[config.mk]
export PLATFORM = sky130hd
export DESIGN_NAME = l2_writeback_buffer
export DESIGN_NICKNAME = d
export VERILOG_FILES = /design/src/rtl/rv32i_types.sv /design/src/rtl/wb_store.sv /design/src/rtl/l2_writeback_buffer.sv
export SDC_FILE = /design/constraint.sdc
export NUM_CORES = 2
export LEC_CHECK = 0
export ABC_CLOCK_PERIOD_IN_PS = 47600
export BUFFER_PORTS_ARGS = -buffer_cell sky130_fd_sc_hd__clkbuf_2
export CAP_MARGIN = 20
export CORE_AREA = 2 2 422 424
export DETAILED_ROUTE_END_ITERATION = 8
export DIE_AREA = 0 0 424 426
export SKIP_LAST_GASP = 1
export SYNTH_ARGS = -nofsm -noshare
export SYNTH_HDL_FRONTEND = slang
export SYNTH_SLANG_ARGS = --single-unit
[constraint.sdc]
create_clock -name clk -period 47.6 [get_ports clk]
set_input_delay 7.14 -clock clk [delete_from_list [all_inputs] [get_ports clk]]
set_output_delay 7.14 -clock clk [all_outputs]
set_load 0.01 [all_outputs]
[src/rtl/rv32i_types.sv]
// rv32i_types: shared line geometry and write-back buffer FSM state encoding.
package rv32i_types;
  localparam int LINE_OFFSET_W = 5;
  localparam int LINE_W = 256;
  localparam int TAG_W = 32 - LINE_OFFSET_W;
  typedef enum logic [1:0] {IDLE, RESP, READ_MEM, DRAIN} wbbuf_state_t;
endpackage

[src/rtl/wb_store.sv]
// wb_store: FIFO-ordered victim line storage with a parallel tag CAM.
module wb_store
  import rv32i_types::*;
#(
  parameter int DEPTH = 4,
  localparam int IW = $clog2(DEPTH)
) (
  input  logic              clk,
  input  logic              reset_n,
  input  logic [TAG_W-1:0]  tag_i,
  input  logic [LINE_W-1:0] data_i,
  input  logic              push_i,
  input  logic              ovw_i,
  input  logic              pop_i,
  output logic              hit_o,
  output logic [LINE_W-1:0] hit_data_o,
  output logic [TAG_W-1:0]  head_tag_o,
  output logic [LINE_W-1:0] head_data_o,
  output logic              empty_o,
  output logic              full_o
);
  logic [DEPTH-1:0]  valid_q;
  logic [TAG_W-1:0]  tag_q [DEPTH];
  logic [LINE_W-1:0] data_q [DEPTH];
  logic [IW-1:0]     head_q, tail_q, hit_idx;
  logic [IW:0]       count_q;
  // tags are kept unique, so at most one entry can match
  always_comb begin
    hit_o = 1'b0;
    hit_idx = '0;
    for (int i = 0; i < DEPTH; i++)
      if (valid_q[i] && tag_q[i] == tag_i) begin
        hit_o = 1'b1;
        hit_idx = IW'(i);
      end
  end
  assign hit_data_o = data_q[hit_idx];
  assign head_tag_o = tag_q[head_q];
  assign head_data_o = data_q[head_q];
  assign empty_o = count_q == '0;
  assign full_o = count_q == (IW+1)'(DEPTH);
  always_ff @(posedge clk) begin
    if (!reset_n) begin
      valid_q <= '0;
      head_q <= '0;
      tail_q <= '0;
      count_q <= '0;
    end else begin
      if (push_i) valid_q[tail_q] <= 1'b1;
      if (pop_i) valid_q[head_q] <= 1'b0;
      head_q <= head_q + IW'(pop_i);
      tail_q <= tail_q + IW'(push_i);
      count_q <= count_q + (IW+1)'(push_i) - (IW+1)'(pop_i);
    end
  end
  always_ff @(posedge clk) begin
    if (push_i) begin
      tag_q[tail_q] <= tag_i;
      data_q[tail_q] <= data_i;
    end
    if (ovw_i) data_q[hit_idx] <= data_i;
  end
endmodule

[src/rtl/l2_writeback_buffer.sv]
// l2_writeback_buffer: victim buffer between L2 and the cacheline adaptor; absorbs
// evictions, drains them when idle, serves read hits and lets read misses bypass.
module l2_writeback_buffer
  import rv32i_types::*;
#(
  parameter int DEPTH = 4
) (
  input  logic              clk,
  input  logic              reset_n,
  input  logic [31:0]       mem_address,
  input  logic              mem_read,
  input  logic              mem_write,
  input  logic [LINE_W-1:0] mem_wdata256,
  output logic [LINE_W-1:0] mem_rdata256,
  output logic              mem_resp,
  output logic [31:0]       pmem_address,
  output logic              pmem_read,
  output logic              pmem_write,
  output logic [LINE_W-1:0] pmem_wdata,
  input  logic [LINE_W-1:0] pmem_rdata,
  input  logic              pmem_resp,
  output logic              wb_empty
);
  wbbuf_state_t      state_q, state_d;
  logic [LINE_W-1:0] rdata_q, hit_data, head_data;
  logic [TAG_W-1:0]  tag_q, head_tag;
  logic              hit, full, empty, push, ovw, pop;
  logic              unused_offset;
  assign unused_offset = ^mem_address[LINE_OFFSET_W-1:0];
  wb_store #(.DEPTH(DEPTH)) u_store (
    .clk        (clk),
    .reset_n    (reset_n),
    .tag_i      (mem_address[31:LINE_OFFSET_W]),
    .data_i     (mem_wdata256),
    .push_i     (push),
    .ovw_i      (ovw),
    .pop_i      (pop),
    .hit_o      (hit),
    .hit_data_o (hit_data),
    .head_tag_o (head_tag),
    .head_data_o(head_data),
    .empty_o    (empty),
    .full_o     (full)
  );
  always_comb begin
    state_d = state_q;
    push = 1'b0;
    ovw = 1'b0;
    pop = 1'b0;
    case (state_q)
      IDLE:
        if (mem_read) state_d = hit ? RESP : READ_MEM;
        else if (mem_write) begin
          ovw = hit;
          push = !hit && !full;
          state_d = (hit || !full) ? RESP : DRAIN;
        end else if (!empty) state_d = DRAIN;
      RESP: state_d = IDLE;
      READ_MEM: state_d = pmem_resp ? RESP : READ_MEM;
      DRAIN: begin
        pop = pmem_resp;
        state_d = pmem_resp ? IDLE : DRAIN;
      end
    endcase
  end
  always_ff @(posedge clk) begin
    if (!reset_n) begin
      state_q <= IDLE;
      rdata_q <= '0;
      tag_q <= '0;
    end else begin
      state_q <= state_d;
      if (state_q == IDLE) tag_q <= mem_address[31:LINE_OFFSET_W];
      if (state_q == IDLE && mem_read && hit) rdata_q <= hit_data;
      else if (state_q == READ_MEM && pmem_resp) rdata_q <= pmem_rdata;
    end
  end
  assign mem_resp = state_q == RESP;
  assign mem_rdata256 = mem_resp ? rdata_q : '0;
  assign pmem_read = state_q == READ_MEM;
  assign pmem_write = state_q == DRAIN;
  assign pmem_address = pmem_write ? {head_tag, {LINE_OFFSET_W{1'b0}}}
                      : pmem_read ? {tag_q, {LINE_OFFSET_W{1'b0}}} : '0;
  assign pmem_wdata = pmem_write ? head_data : '0;
  assign wb_empty = empty;
  // simultaneous read and write is an L2 protocol violation; read takes priority
  a_no_rw: assert property (@(posedge clk) disable iff (!reset_n) !(mem_read && mem_write));
endmodule

==> out/qor.txt <==
Synth Area in Compound Gates: 8.233%
Final GP Congestion: 0.9170
remaining antenna violation count after routing: 0
Max-Cap Viols: 0
share of synthesized registers carrying an async set or reset: 0%
vias in the first global route: 45340
hold buffer count at CTS: 0
largest family of logic cells by synthesized area: multiplexers
Die H: 426 um
Area growth, synth to finish: 18.70%
Hold Fails Final Rpt: 0
first-pass detailed-route iteration total: 8
switch share: 24.48%
Pint: 2.212 mW
number of enable flip-flop cells after synthesis: 1132
Simple-Gate Fraction of Synth Area: 9.373%
full die area: 180600 um2
min Tclk post-route: 12.58 ns
Starting Density: 37.92%
metal1 wirelength: 91.65 mm
crit-path max FO: 47
final core utilization: 45.01%
Non-Filler Instances: 8274
Ports: 1097
Core Footprint: 175700 um2
# fillers: 16040
Via Count: 46700
Synth Register Bits: 1428
sw power: 716.9 uW
CTS tree: yes
clk buf depth: 3
setup TNS: 0 ns
vias per cell: 5.644
Max Freq: 0.07950 GHz
Top Metal Used: met5
H-tree depth: 4
CTS Buf Count: 157
initial antenna violation count: 88
met3 routed wirelength: 17.73 mm
Worst slew margin: 18.97%
HPWL Detailed: 148.4 mm
Cells after Synth: 4847
period utilization: 26.42%
Power Dens Cells: 37.02 nW/um2
Final Max Tran Viols: 0
largest net degree at the start of global routing: 176
gr ovfl total: 0
mux contribution to synthesized area: 18.14%
PortBufs: 1086
global-route wire length before repair: 323.2 mm
slew of the pin with the lowest slew margin: 1.215 ns
most frequent cells in the layout: edfxtp_1 (1132), clkbuf_2 (1085), and2_1 (519), nand2_1 (323), dfxtp_1 (293)
Critical Path AT: 5.44 ns
Post-Route WL: 229.8 mm
logic gate share of total power: 10.5%
Nets: 6289
Most Frequent Cell on Critical Path: buf_4
row count: 154
Synth warnings: 0
Clock Skew: 0.05669 ns
VDD IR max: 0.03481 mV
Final Setup Violations: 0
CP peak stage delay: 0.97 ns
CP Cell Sequence: buf_4 -> buf_4 -> buf_4 -> mux4_2 -> and2_1 -> clkbuf_2
Post-Synth Adder-Cell Area: 0.1051%
Mapped Area: 66640 um2
Reg power frac: 48.8%
WP buf/inv: 4
clock network power share: 40.8%
Leak: 31.25 nW
worst hold path type: reg2reg
RSZ-0062 raised after global routing: false
Die W: 424 um
clk root buf: clkbuf_16
most common cell after layout, fill and taps aside: edfxtp_1
Slowest-stage cell, CP: dfxtp_4
DR iter-0 viols: 4191
family with the most delay on the worst path: buffers and inverters
Main synth FF type: edfxtp_1
critical path class: reg2out
status: finished clean
Mean Syn Cell Area: 13.75 um2
CTS Sinks: 1428
Data required, critical path: 40.46 ns
WL per Instance: 27.77 um
Seq/Total Area, Yosys: 59.90%
XOR/XNOR Fraction of Synth Area: 1.446%
clk slew on worst S/H paths: 0.06 ns
CP endpoint kind: output pin
DRC Markers: 0
Netlist cell types: 51
GRT Overall Usage: 24.43%
crit start category: flip-flop
Hold Slack: 0.4625 ns
share of layout cells above drive strength 1: 32.74%
Post-CTS Setup Bufs: 0
worst-skew pair later-pin latency: 0.83 ns
detailed-routed wire length on met2: 110.6 mm
cts repair resizes: 0
placed cell count: 7916
==> per-layer routing <==
| layer | global-route usage, % | vias to the layer above |
|---|---|---|
| li1 | - | 20240 |
| met1 | 31.40 | 23970 |
| met2 | 38.56 | 2026 |
| met3 | 5.696 | 428 |
| met4 | 12.58 | 28 |
| met5 | 0 | - |
==> power groups by stage <==
stage          registers (mW)  logic, mW  clock network, mW
2_1_floorplan            1.46      0.183                  0
3_3_place_gp             1.45      0.304                  0
3_5_place_dp             1.45      0.307                  0
4_1_cts                  1.43      0.308               1.21
5_1_grt                  1.43      0.329               1.26
6_report                 1.43      0.307               1.19
==> per-stage QoR <==
stage               cell area, um2  setup WS [ns]  power (mW)
CTS                          78930          34.75       2.950
finish                       79100          35.02       2.929
global placement             73920          34.67       1.755
global route                 79080          34.56       3.022
detailed placement           73920          34.64       1.760
floorplan                    66660          18.98       1.647
==> registers in the layout, indices dropped and copies added, names as in the netlist <==
name / flops
u_store.data_q: 1024
rdata_q: 256
u_store.tag_q: 108
tag_q: 27
u_store.valid_q: 4
u_store.count_q: 3
state_q: 2
u_store.head_q: 2
u_store.tail_q: 2
==> cells by family after synthesis <==
| group | after synthesis |
|---|---|
| DFF | 1428 |
| and+or+nand+nor | 1229 |
| muxes | 822 |
| AOI/OAI and AO/OA | 814 |
| buffers and inverters | 438 |
| xor gates and xnor gates | 110 |
| adders and majority gates | 5 |
| other | 1 |
==> final timing paths <==
check                                    startpoint         endpoint  slack, ns  depth (start not counted)
worst max-delay path              u_store.head_q[1]  pmem_wdata[228]      35.02                          6
worst min-delay path                      tag_q[14]        tag_q[14]       0.46                          2
worst max register to register  u_store.tag_q[1][4]      rdata_q[79]      41.53                         10
worst min register to register            tag_q[14]        tag_q[14]       0.46                          2
==> tightest hold or removal path: stages (launching register included) <==
cell      delay (ns)
dfxtp_1         0.31
nand2_1         0.04
a21boi_0        0.06
==> Yosys cell counts (all sizes together) (4+ instances only) <==
library cell | instances | area (um2)
or4 | 6 | 45.04
o21ai | 258 | 1291
buf | 98 | 564.3
nand3 | 9 | 45.04
clkbuf | 327 | 1251
xor2 | 50 | 437.9
a211o | 256 | 2242
nor4 | 25 | 156.4
nand4 | 25 | 156.4
mux2 | 256 | 2883
nand2b | 10 | 62.56
ha | 4 | 50.05
and2 | 520 | 3253
dfxtp | 296 | 5926
nand4b | 4 | 35.03
nand2 | 324 | 1216
xnor2 | 60 | 525.5
edfxtp | 1132 | 33990
a31oi | 257 | 1608
mux4 | 283 | 6374
nor2b | 29 | 181.4
nor2 | 262 | 983.4
a21boi | 27 | 202.7
mux2i | 283 | 2833
inv | 13 | 48.80
a21oi | 4 | 20.02
==> layout make-up <==
cell class / count / area, um2 / share of cell area (%)
Antenna cell: 69 / 172.7 / 0.2183
Clock buffer: 245 / 4502 / 5.691
Clock inverter: 44 / 513.0 / 0.6485
Inverter: 13 / 48.80 / 0.06169
Multi-Input combinational cell: 2985 / 24950 / 31.54
Sequential cell: 1428 / 39930 / 50.47
Tap cell: 2340 / 2928 / 3.701
Timing Repair Buffer: 1150 / 6063 / 7.665
(Power assumes the default switching activity.)
